==> src/rtl/psg_audio_pkg.sv <==
// Shared PSG audio types and constants: default channel width, sample/frame
// types and the sample-rate helper for the I2S divider.
package psg_audio_pkg;

    localparam int unsigned SAMPLE_W = 16;

    typedef logic signed [SAMPLE_W-1:0] sample_t;
    typedef logic [2*SAMPLE_W-1:0]      frame_t;

    // Output sample rate in Hz for a given BCK half-period in 27 MHz clocks.
    function automatic int unsigned fs_hz(input int unsigned div_half);
        return 27_000_000 / (4 * div_half * SAMPLE_W);
    endfunction

endpackage

==> src/rtl/psg_i2s_clkgen.sv <==
// BCK generator for the PSG I2S transmitter: divides clk_27m into the bit
// clock and tracks the bit position within the stereo frame.
module psg_i2s_clkgen
    import psg_audio_pkg::*;
#(
    parameter int unsigned DIV_HALF   = 8,
    parameter int unsigned FRAME_BITS = 2 * SAMPLE_W,
    localparam int unsigned DIV_W     = $clog2(DIV_HALF),
    localparam int unsigned BIT_W     = $clog2(FRAME_BITS)
) (
    input  logic             clk_27m,
    input  logic             reset,
    output logic             i2s_bck,
    output logic             bck_fall,
    output logic             frame_load,
    output logic [BIT_W-1:0] bit_cnt
);

    logic [DIV_W-1:0] div_cnt;
    logic             wrap;

    assign wrap       = (div_cnt == DIV_W'(DIV_HALF - 1));
    assign bck_fall   = wrap & i2s_bck;
    assign frame_load = bck_fall & (bit_cnt == BIT_W'(FRAME_BITS - 1));

    always_ff @(posedge clk_27m or posedge reset) begin
        if (reset) begin
            div_cnt <= '0;
            i2s_bck <= 1'b0;
            bit_cnt <= '0;
        end else if (wrap) begin
            div_cnt <= '0;
            i2s_bck <= ~i2s_bck;
            if (i2s_bck) begin
                bit_cnt <= frame_load ? '0 : bit_cnt + 1'b1;
            end
        end else begin
            div_cnt <= div_cnt + 1'b1;
        end
    end

endmodule

==> src/rtl/psg_i2s_tx.sv <==
// PSG stereo I2S transmitter: valid/ready sample intake, double buffering and
// serialisation to BCK/WS/SDATA. Define PSG_I2S_PT8211_EN for PT8211 framing.
module psg_i2s_tx #(
    parameter int unsigned SAMPLE_W = psg_audio_pkg::SAMPLE_W,
    parameter int unsigned DIV_HALF = 8
) (
    input  logic                clk_27m,
    input  logic                reset,
    input  logic [SAMPLE_W-1:0] in_left,
    input  logic [SAMPLE_W-1:0] in_right,
    input  logic                in_valid,
    output logic                in_ready,
    output logic                frame_start,
    output logic                underrun,
    output logic                i2s_bck,
    output logic                i2s_ws,
    output logic                i2s_sdata
);

    localparam int unsigned FRAME_BITS = 2 * SAMPLE_W;
    localparam int unsigned BIT_W      = $clog2(FRAME_BITS);

    logic                  bck_fall;
    logic                  frame_load;
    logic [BIT_W-1:0]      bit_cnt;
    logic [BIT_W-1:0]      bit_nxt;
    logic                  pending;
    logic                  accept;
    logic [FRAME_BITS-1:0] hold_reg;
    logic [FRAME_BITS-1:0] shift_reg;
    logic [FRAME_BITS-1:0] last_word;
    logic [FRAME_BITS-1:0] load_word;
    logic [FRAME_BITS-1:0] cur_word;
    logic [FRAME_BITS-1:0] next_shift;

    psg_i2s_clkgen #(
        .DIV_HALF   (DIV_HALF),
        .FRAME_BITS (FRAME_BITS)
    ) u_clkgen (
        .clk_27m    (clk_27m),
        .reset      (reset),
        .i2s_bck    (i2s_bck),
        .bck_fall   (bck_fall),
        .frame_load (frame_load),
        .bit_cnt    (bit_cnt)
    );

    assign in_ready    = ~pending;
    assign accept      = in_valid & ~pending;
    assign frame_start = frame_load;
    assign bit_nxt     = frame_load ? '0 : bit_cnt + 1'b1;
    assign load_word   = pending ? hold_reg
                       : (accept ? {in_left, in_right} : last_word);

    // The shift register rotates rather than shifts, so after a full frame of
    // rotations it holds the word again and an underrun can simply reuse it.
`ifdef PSG_I2S_PT8211_EN
    localparam logic WS_LEFT = 1'b1;
    assign cur_word   = frame_load ? load_word : shift_reg;
    assign last_word  = shift_reg;
    assign next_shift = {cur_word[FRAME_BITS-2:0], cur_word[FRAME_BITS-1]};
`else
    // One-BCK delay: the load cycle still emits the previous right LSB, which
    // leaves the register one rotation short of the original word.
    localparam logic WS_LEFT = 1'b0;
    assign cur_word   = shift_reg;
    assign last_word  = {shift_reg[FRAME_BITS-2:0], shift_reg[FRAME_BITS-1]};
    assign next_shift = frame_load ? load_word
                      : {shift_reg[FRAME_BITS-2:0], shift_reg[FRAME_BITS-1]};
`endif

    always_ff @(posedge clk_27m or posedge reset) begin
        if (reset) begin
            pending   <= 1'b0;
            hold_reg  <= '0;
            shift_reg <= '0;
            underrun  <= 1'b0;
            i2s_ws    <= WS_LEFT;
            i2s_sdata <= 1'b0;
        end else begin
            if (frame_load) begin
                if (pending) begin
                    pending <= 1'b0;
                end else if (!accept) begin
                    underrun <= 1'b1;
                end
            end else if (accept) begin
                hold_reg <= {in_left, in_right};
                pending  <= 1'b1;
            end

            if (bck_fall) begin
                i2s_ws    <= (bit_nxt < BIT_W'(SAMPLE_W)) ? WS_LEFT : ~WS_LEFT;
                i2s_sdata <= cur_word[FRAME_BITS-1];
                shift_reg <= next_shift;
            end
        end
    end

endmodule

==> config.mk <==
export PLATFORM = sky130hd
export DESIGN_NAME = psg_i2s_tx
export DESIGN_NICKNAME = d
export VERILOG_FILES = /design/src/rtl/psg_audio_pkg.sv /design/src/rtl/psg_i2s_clkgen.sv /design/src/rtl/psg_i2s_tx.sv
export SDC_FILE = /design/constraint.sdc
export NUM_CORES = 1
export LEC_CHECK = 0
export CORE_MARGIN = 2
export CORE_UTILIZATION = 56
export DETAILED_ROUTE_END_ITERATION = 7
export PLACE_DENSITY = 0.77
export SLEW_MARGIN = 20
export SYNTH_ARGS = -nofsm -noshare
export SYNTH_HDL_FRONTEND = slang
export SYNTH_SLANG_ARGS = --single-unit
==> constraint.sdc <==
create_clock -name clk_27m -period 2.6 [get_ports clk_27m]
set_clock_uncertainty 0.2 [all_clocks]
set_input_delay 0.26 -clock clk_27m [delete_from_list [all_inputs] [get_ports clk_27m]]
set_output_delay 0.26 -clock clk_27m [all_outputs]
set_load 0.01 [all_outputs]
==> run_results.csv, run 1 <==
group,metric,value,unit
run_status,status,"finished, final reports clean",
worst_setup_path,start_kind,"register",
global_route,grt_pass1_wl,13030,um
synthesis,syn_inst,341,
worst_setup_path,crit_fanout,3,
floorplanning,core,6350,um2
sta,worst-slew-pin-transition,557.9,ps
synthesis,ys_ff_latch,76,
synthesis,synth_fp_nets,380,
worst_setup_path,critical_path_class,"reg2out",
global_route,grt_pass1_vias,2743,
drt,vias_per_cell,6.015,
sta,slew_headroom,62.81,%
clocking,cts_hold_buf,0,
floorplanning,dieArea,7235,um2
drt,vias,2737,
sta,worst_slack,92.31,ps
floorplanning,start_util,57.95,%
pwr,seq_power_share,53.9,%
synthesis,yosys_warnings,0,
clocking,cts.path.max_buffers,2,
layout,syn2layout_area_growth,16.52,%
hold_path,min_path_type,"in2async",
worst_setup_path,critPathCaptureType,"primary output",
clocking,cts_tree,"done",
pwr,ir_worst_vdd,0.0003873,V
worst_setup_path,setup.worst_path.start,"u_clkgen.bit_cnt[1]$_DFFE_PP0P_",
layout,nFillCells,518,
worst_setup_path,rrSetupSlack,410,ps
synthesis,synth_area,3680,um2
placed_design,dp_slack,402.3,ps
clocking,root_buffer,"clkbuf_8",
pwr,power_switching,0.5326,mW
sta,fin_crit_sh,96.45,%
sta,rsz0062_at_grt,"no",
placed_design,gp_congestion,0.7374,
clocking,path_clk_slew,70,ps
global_route,grt_overflow,0,
drt,wl_per_cell,16.49,um
pwr,p_leak,1.784,nW
worst_setup_path,crit_required,2140,ps
sta,max_freq,0.3988,GHz
layout,drive_gt1_share,17.20,%
clocking,cts_buffers,9,
synthesis,yosysSeqAreaShare,51.68,%
synthesis,synth_area_leaders,"dfrtp_1 (52%), mux2_2 (8.9%), nor2_1 (6.9%)",
floorplanning,die_h,85.06,um
sta,setup_violations,0,
worst_setup_path,reg2reg_depth,6,
layout,final_nets,414,
worst_setup_path,timing.rr.end,"cur_word[15]$_DFFE_PP0P_",
sta,hold_viol_final,0,
clocking,cts.sinks,76,
pwr,clockPowerShare,37.0,%
drt,drc_errors,0,
placed_design,hpwlAfterDp,4686,um
global_route,grt_max_degree,77,
pwr,power.total,2.410,mW
drt,wirelength,7504,um
drt,ant_nets,0,
floorplanning,die_width,85.06,um
worst_setup_path,timing.rr.start,"u_clkgen.div_cnt[0]$_DFF_PP0_",
synthesis,synth_top_area_cell,"dfrtp_1",
drt,firstDrtPassIters,5,
floorplanning,num_rows,29,
clocking,cts_max_level,3,
global_route,antenna_found_initial,0,
worst_setup_path,cp_data_arrival_time,2050,ps
synthesis,synth_top_area_share,51.68,%
layout,diodes,0,
sta,layout_min_cycle_time,2508,ps
clocking,clkLatencyLatePin,340,ps
global_route,grtUsageTotal,22.73,%
synthesis,avgSynthCellArea,10.79,um2
sta,setup_tns,0,ps
pwr,power_density,562.2,nW/um2
placed_design,io_buffers,40,
pwr,p_sw_share,22.09,%
sta,drv_slew,0,
synthesis,synth_cell_types,31,
layout,finish.utilization,67.53,%
drt,first_iter_violations,171,
pwr,internal_power,1.878,mW
floorplanning,ioPinCount,41,
flow_run,maxCapViolations,0,
pwr,p_comb_share,9.1,%
[per-layer routing]
| layer | vias to the layer above | GRT usage, % | share of wire [%] |
|---|---|---|---|
| li1 | 1312 | - | - |
| met1 | 1360 | 30.90 | 46 |
| met2 | 55 | 36.86 | 49 |
| met3 | 10 | 3.210 | 3.2 |
| met4 | 0 | 9.524 | 1.6 |
| met5 | - | 0 | 0 |
[cell usage after synthesis]
| cell | count |
|---|---|
| and3_1 | 1 |
| and2_1 | 5 |
| nand3b_1 | 1 |
| o32ai_1 | 27 |
| nand2b_1 | 2 |
| dfrtp_1 | 76 |
| nor2b_2 | 1 |
| xor2_1 | 1 |
| buf_8 | 2 |
| clkbuf_1 | 10 |
| mux2_2 | 29 |
| inv_1 | 3 |
| nor4_1 | 1 |
| o32ai_2 | 5 |
| a22oi_1 | 28 |
| nor2b_1 | 1 |
| ha_1 | 4 |
| nand2_1 | 10 |
| buf_2 | 7 |
| nor2_2 | 1 |
| o21ai_0 | 35 |
| nor2_1 | 68 |
| and2b_1 | 1 |
| nand2_2 | 1 |
| a31oi_1 | 4 |
| nand3_1 | 2 |
| a221o_1 | 1 |
| buf_4 | 4 |
| mux2_1 | 3 |
| buf_6 | 6 |
| a21o_1 | 1 |
[how the worst max path moves through the flow]
stage,end,depth (start not counted)
floorplan,cur_word[0]$_DFFE_PP0P_,1
global placement,frame_start,6
detailed placement,frame_start,6
CTS,frame_start,6
global route,frame_start,6
finish,frame_start,6
[cells in the final DEF, fill, tap and decap left out, drive strengths merged, types with 2 or more instances in the layout]
cell            n
nor2           69
buf            12
a31oi           4
a22oi          28
clkdlybuf4s50  40
nand3           2
nand2b          2
o21ai          35
mux2           32
dfrtp          76
nand2          11
o32ai          32
clkbuf         12
nor2b           2
and2            5
ha              4
inv             3
[metrics by stage]
| step | hold WS, ps | std cells | instance area, um2 |
|---|---|---|---|
| floorplan | 191.7 | 341 | 3680 |
| global placement | 219.1 | 439 | 4078 |
| detailed placement | 227.5 | 439 | 4078 |
| CTS | 131.6 | 453 | 4268 |
| global route | 189.1 | 455 | 4288 |
| finish | 116.0 | 455 | 4288 |
[power groups by stage]
| stage | logic (mW) | registers [mW] | clock network, mW |
|---|---|---|---|
| after floorplan | 0.134 | 1.31 | 0 |
| after global placement | 0.214 | 1.32 | 0 |
| after detailed placement | 0.222 | 1.32 | 0 |
| after CTS | 0.223 | 1.30 | 0.915 |
| after global routing | 0.244 | 1.31 | 0.966 |
| final | 0.219 | 1.30 | 0.892 |
[cell type report]
class	instances	area [um2]	area share (%)
well taps	77	96.34	2.247
clock inverters	2	35.03	0.8170
repair buffers	52	515.5	12.02
clock buffers	12	155.1	3.618
multi-input cells	233	1573	36.68
inverters	3	11.26	0.2626
flip-flops and latches	76	1902	44.35
[kinds of logic (layout without fill, tap and decap cells)]
group           Yosys count  count (layout)  share of synthesized area (%)
flops                    76              76                          51.68
mux                      32              32                          9.792
buf+inv                  32              69                          5.746
xor+xnor                  1               1                         0.2381
simple gates             95              95                          10.92
compound gates          101             101                          20.27
fa+ha+maj                 4               4                          1.360
[critical path: stages, from the launching register on]
cell and delay (ps):
dfrtp_1 360, ha_1 190, and3_1 170, ha_1 190, nand3_2 140, inv_1 120
clkdlybuf4s50_1 540
[what timing repair did]
action                     CTS  global route
gates resized for setup      0             1
buffers inserted             0             2
setup endpoints to repair    0             1
Power figures use the tool's default switching activity.
==> run 2: changes to the inputs <==
--- a/config.mk
+++ b/config.mk
@@ -6,9 +6,9 @@
 export NUM_CORES = 1
 export LEC_CHECK = 0
 export CORE_MARGIN = 2
-export CORE_UTILIZATION = 56
+export CORE_UTILIZATION = 51
 export DETAILED_ROUTE_END_ITERATION = 7
-export PLACE_DENSITY = 0.77
+export PLACE_DENSITY = 0.74
 export SLEW_MARGIN = 20
 export SYNTH_ARGS = -nofsm -noshare
 export SYNTH_HDL_FRONTEND = slang
==> constraint.sdc (replaced) <==
create_clock -name clk_27m -period 2.3 [get_ports clk_27m]
set_clock_uncertainty 0.2 [all_clocks]
set_input_delay 0.23 -clock clk_27m [delete_from_list [all_inputs] [get_ports clk_27m]]
set_output_delay 0.23 -clock clk_27m [all_outputs]
set_load 0.01 [all_outputs]
==> run_results.csv, run 2 (synthesis results as in run 1) <==
group,metric,value,unit
sta,fin_crit_sh,93.89,%
layout,nFillCells,588,
clocking,root_buffer,"clkbuf_8",
layout,final_cell_mix,"dfrtp_1 (76), nor2_1 (68), clkdlybuf4s50_1 (39)",
sta,layout_min_cycle_time,2159,ps
sta,slew_headroom,71.91,%
clocking,cts.path.max_buffers,2,
worst_setup_path,critPathCaptureType,"register",
clocking,cts_setup_buffers,0,
sta,worst-slew-pin-transition,421.4,ps
clocking,cts_buffers,9,
sta,setup_violations,0,
global_route,grtUsageTotal,21.20,%
pwr,ir_worst_vdd,0.0004245,V
floorplanning,start_util,53.28,%
floorplanning,core,6907,um2
layout,drive_gt1_share,18.42,%
sta,setup_tns,0,ps
floorplanning,die_width,88.94,um
placed_design,gp_congestion,0.7549,
placed_design,hpwlAfterDp,4868,um
clocking,cts_tree,"done",
global_route,antenna_found_initial,0,
drt,wl_per_cell,16.07,um
worst_setup_path,start_kind,"register",
layout,diodes,0,
sta,rsz0062_at_grt,"no",
placed_design,dpl_cell_area,4133,um2
global_route,grt_max_degree,77,
drt,firstDrtPassIters,4,
placed_design,dp_slack,116.5,ps
floorplanning,ioPinCount,41,
flow_run,maxCapViolations,0,
clocking,path_clk_slew,90,ps
pwr,p_leak,1.792,nW
drt,vias_per_cell,5.733,
sta,max_freq,0.4631,GHz
sta,hold_viol_final,0,
run_status,status,"finished, final reports clean",
global_route,grt_overflow,0,
drt,vias,2729,
pwr,power_density,652.5,nW/um2
floorplanning,dieArea,7910,um2
placed_design,dpl.cell_count,460,
worst_setup_path,crit_required,2320,ps
global_route,grt_pass1_wl,12940,um
floorplanning,die_h,88.94,um
layout,final_cell_area,4359,um2
layout,final_common_cell,"dfrtp_1",
worst_setup_path,crit_fanout,14,
clocking,cts_max_level,3,
drt,ant_nets,0,
worst_setup_path,cp_data_arrival_time,2180,ps
placed_design,io_buffers,40,
floorplanning,num_rows,30,
drt,first_iter_violations,172,
worst_setup_path,critical_path_class,"reg2reg",
hold_path,min_path_type,"in2async",
layout,final_nets,414,
clocking,cts.sinks,76,
layout,syn2layout_area_growth,18.46,%
drt,wirelength,7651,um
sta,worst_slack,140.5,ps
clocking,clkLatencyLatePin,340,ps
drt,drc_errors,0,
layout,final_cells,476,
global_route,grt_pass1_vias,2713,
sta,drv_slew,0,
[run 2: layout make-up]
type,count,area (um2),area share [%]
clock buffers,9,123.9,2.842
clock inverters,7,100.1,2.296
inverters,3,15.01,0.3444
multi-input cells,233,1575,36.14
flip-flops and latches,76,1902,43.63
well taps,96,120.1,2.755
repair buffers,52,523.0,12.00
[run 2: layer usage]
layer	vias up	part of all wire [%]	global-route usage, %	wire length (um)
met1	1356	45	28.27	3410
li1	1311	-	-	-
met3	8	3.3	2.678	255
met5	-	0	0	0
met2	54	51	35.55	3883
met4	0	1.3	8.277	101
[run 2: path summary, 6_finish.rpt]
check | start | slack, ps | to | cells past startpoint
setup / recovery | u_clkgen.bit_cnt[0]$_DFFE_PP0P_ | 140 | hold_reg[5]$_DFFE_PP0P_ | 7
hold / removal | reset | 110 | hold_reg[18]$_DFFE_PP0P_ | 3
setup reg to reg | u_clkgen.bit_cnt[0]$_DFFE_PP0P_ | 140 | hold_reg[5]$_DFFE_PP0P_ | 7
hold reg to reg | u_clkgen.div_cnt[0]$_DFF_PP0_ | 260 | u_clkgen.div_cnt[0]$_DFF_PP0_ | 1
max in group asynchronous | reset | 1420 | cur_word[17]$_DFFE_PP0P_ | 3
min in group clk_27m | u_clkgen.div_cnt[0]$_DFF_PP0_ | 260 | u_clkgen.div_cnt[0]$_DFF_PP0_ | 1
[run 2: worst max-delay path, cell delays in order (launching register included)]
cell,delay [ps]
dfrtp_1,390
ha_2,210
and3_1,160
ha_1,180
nand3_2,130
nand2_2,150
buf_4,250
mux2_2,360
[run 2: power by group]
group          internal, mW  leakage (nW)  switching [mW]
clock                 0.616         0.102           0.507
sequential             1.42         0.918          0.0513
combinational         0.156         0.771          0.0941
[run 2: per-stage QoR]
stage	total power [mW]	hold slack, ps	util, %
6_report	2.845	112.4	63.12
3_5_place_dp	1.751	243.1	59.84
2_1_floorplan	1.634	161.7	-
3_3_place_gp	1.736	221.0	59.84
4_1_cts	2.873	156.2	63.13
5_1_grt	2.968	162.9	63.12
[run 2: what timing repair did]
item	4_1_cts	5_1_grt
gates resized for setup	2	3
endpoints found under the hold margin	0	0
hold buffers	0	0
endpoints found under the setup margin	1	1
==> run 3: changes to the inputs <==
--- a/config.mk
+++ b/config.mk
@@ -6,9 +6,9 @@
 export NUM_CORES = 1
 export LEC_CHECK = 0
 export CORE_MARGIN = 2
-export CORE_UTILIZATION = 51
+export CORE_UTILIZATION = 60
 export DETAILED_ROUTE_END_ITERATION = 7
-export PLACE_DENSITY = 0.74
+export PLACE_DENSITY = 0.82
 export SLEW_MARGIN = 20
 export SYNTH_ARGS = -nofsm -noshare
 export SYNTH_HDL_FRONTEND = slang
==> constraint.sdc (replaced) <==
create_clock -name clk_27m -period 2.65 [get_ports clk_27m]
set_clock_uncertainty 0.2 [all_clocks]
set_input_delay 0.265 -clock clk_27m [delete_from_list [all_inputs] [get_ports clk_27m]]
set_output_delay 0.265 -clock clk_27m [all_outputs]
set_load 0.01 [all_outputs]
==> run_results.csv, run 3 (synthesis results as in run 1) <==
group,metric,value,unit
floorplanning,num_rows,28,
placed_design,io_buffers,40,
global_route,grtUsageTotal,24.82,%
layout,syn2layout_area_growth,15.64,%
sta,slew_headroom,60.34,%
global_route,antenna_found_initial,0,
sta,drv_slew,0,
worst_setup_path,critical_path_class,"reg2out",
global_route,grt_pass1_wl,12550,um
sta,worst-slew-pin-transition,594.2,ps
sta,setup_violations,0,
clocking,cts.sinks,76,
drt,firstDrtPassIters,4,
pwr,p_leak,1.765,nW
worst_setup_path,crit_fanout,4,
layout,nFillCells,428,
drt,wl_per_cell,16.88,um
drt,ant_nets,0,
drt,wirelength,7646,um
floorplanning,start_util,62.15,%
global_route,grt_pass1_vias,2620,
layout,drive_gt1_share,16.67,%
pwr,power_density,531.6,nW/um2
layout,final_nets,412,
clocking,clkLatencyLatePin,340,ps
worst_setup_path,critPathCaptureType,"primary output",
clocking,root_buffer,"clkbuf_8",
sta,layout_min_cycle_time,2487,ps
clocking,cts_buffers,9,
floorplanning,dieArea,6776,um2
layout,final_common_cell,"dfrtp_1",
floorplanning,die_h,82.32,um
worst_setup_path,start_kind,"register",
pwr,power.total,2.262,mW
worst_setup_path,cp_data_arrival_time,2020,ps
drt,vias_per_cell,6.192,
layout,final_cell_mix,"dfrtp_1 (76), nor2_1 (68), clkdlybuf4s50_1 (40)",
sta,hold_viol_final,0,
floorplanning,core,5921,um2
floorplanning,die_width,82.32,um
placed_design,hpwlAfterDp,4882,um
flow_run,maxCapViolations,0,
sta,setup_tns,0,ps
drt,vias,2805,
drt,drc_errors,0,
clocking,cts_setup_buffers,0,
sta,max_freq,0.4021,GHz
sta,fin_crit_sh,93.85,%
clocking,cts_tree,"done",
placed_design,gp_congestion,0.7185,
pwr,ir_worst_vdd,0.0003245,V
global_route,grt_max_degree,69,
clocking,cts.path.max_buffers,2,
run_status,status,"finished, final reports clean",
drt,first_iter_violations,218,
global_route,grt_overflow,0,
clocking,cts_max_level,3,
hold_path,min_path_type,"in2async",
clocking,path_clk_slew,70,ps
floorplanning,ioPinCount,41,
worst_setup_path,crit_required,2180,ps
layout,diodes,0,
sta,rsz0062_at_grt,"no",
[run 3: cell count changes in the layout (fill, tap and decap cells not counted), sizes merged]
| cell | change |
|---|---|
| clkdlybuf4s50 | +1 |
| bufinv | -2 |
| buf | -2 |
| clkinv | +1 |
| clkinvlp | -4 |
| clkbuf | +4 |
[run 3: final timing paths]
| kind | start | to | slack (ps) | cells past startpoint |
|---|---|---|---|---|
| max in group asynchronous | reset | hold_reg[30]$_DFFE_PP0P_ | 1400 | 4 |
| worst min register to register | u_clkgen.div_cnt[0]$_DFF_PP0_ | u_clkgen.div_cnt[0]$_DFF_PP0_ | 240 | 1 |
| worst min-delay path | reset | hold_reg[11]$_DFFE_PP0P_ | 70 | 2 |
| min in group clk_27m | u_clkgen.div_cnt[0]$_DFF_PP0_ | u_clkgen.div_cnt[0]$_DFF_PP0_ | 240 | 1 |
| worst max-delay path | u_clkgen.bit_cnt[0]$_DFFE_PP0P_ | frame_start | 160 | 6 |
| worst max register to register | u_clkgen.bit_cnt[0]$_DFFE_PP0P_ | cur_word[26]$_DFFE_PP0P_ | 260 | 7 |
[run 3: repair_timing]
action | 4_1_cts | 5_1_grt
hold buffers | 0 | 0
endpoints found under the setup margin | 0 | 1
endpoints found under the hold margin | 0 | 0
gates resized for setup | 0 | 2
[run 3: routing by layer]
layer / part of all wire, % / up-vias / routed length [um] / GRT usage [%]
li1: - / 1311 / - / -
met1: 44 / 1398 / 3369 / 33.92
met2: 49 / 84 / 3765 / 39.84
met4: 1.6 / 0 / 121 / 9.167
met3: 5.1 / 12 / 389 / 4.457
met5: 0 / - / 0 / 0
[run 3: final cells by class]
cell class                 instances  area (um2)  area share (%)
clock buffer                      14       152.6           3.587
clock inverter                     2       10.01          0.2352
inverter                           3       11.26          0.2646
multi-input combinational        233        1573           36.96
sequential                        76        1902           44.69
tap                               75       93.84           2.205
timing repair buffer              50       513.0           12.06
[run 3: critical path, stage by stage, from the launching register on]
cell	delay (ps)
dfrtp_1	380
ha_1	200
and3_1	160
ha_1	170
nand3_2	120
inv_2	100
clkdlybuf4s50_1	540
[run 3: where the power goes]
group / switching [mW] / internal (mW)
clock network: 0.398 / 0.365
logic: 0.0854 / 0.137
registers: 0.0445 / 1.23
total: 0.528 / 1.73
[run 3: per-stage QoR]
stage                     utilization, %  std cells  instance area [um2]  hold WS (ps)  worst slack [ps]
after floorplan                        -        341                 3680         196.7             246.7
after global placement             69.04        437                 4088         221.7             321.4
after detailed placement           69.04        437                 4088         237.0             254.9
after CTS                          71.79        453                 4250         86.26             72.02
after global routing               71.87        453                 4255         119.2             40.57
final                              71.87        453                 4255         68.11             163.0
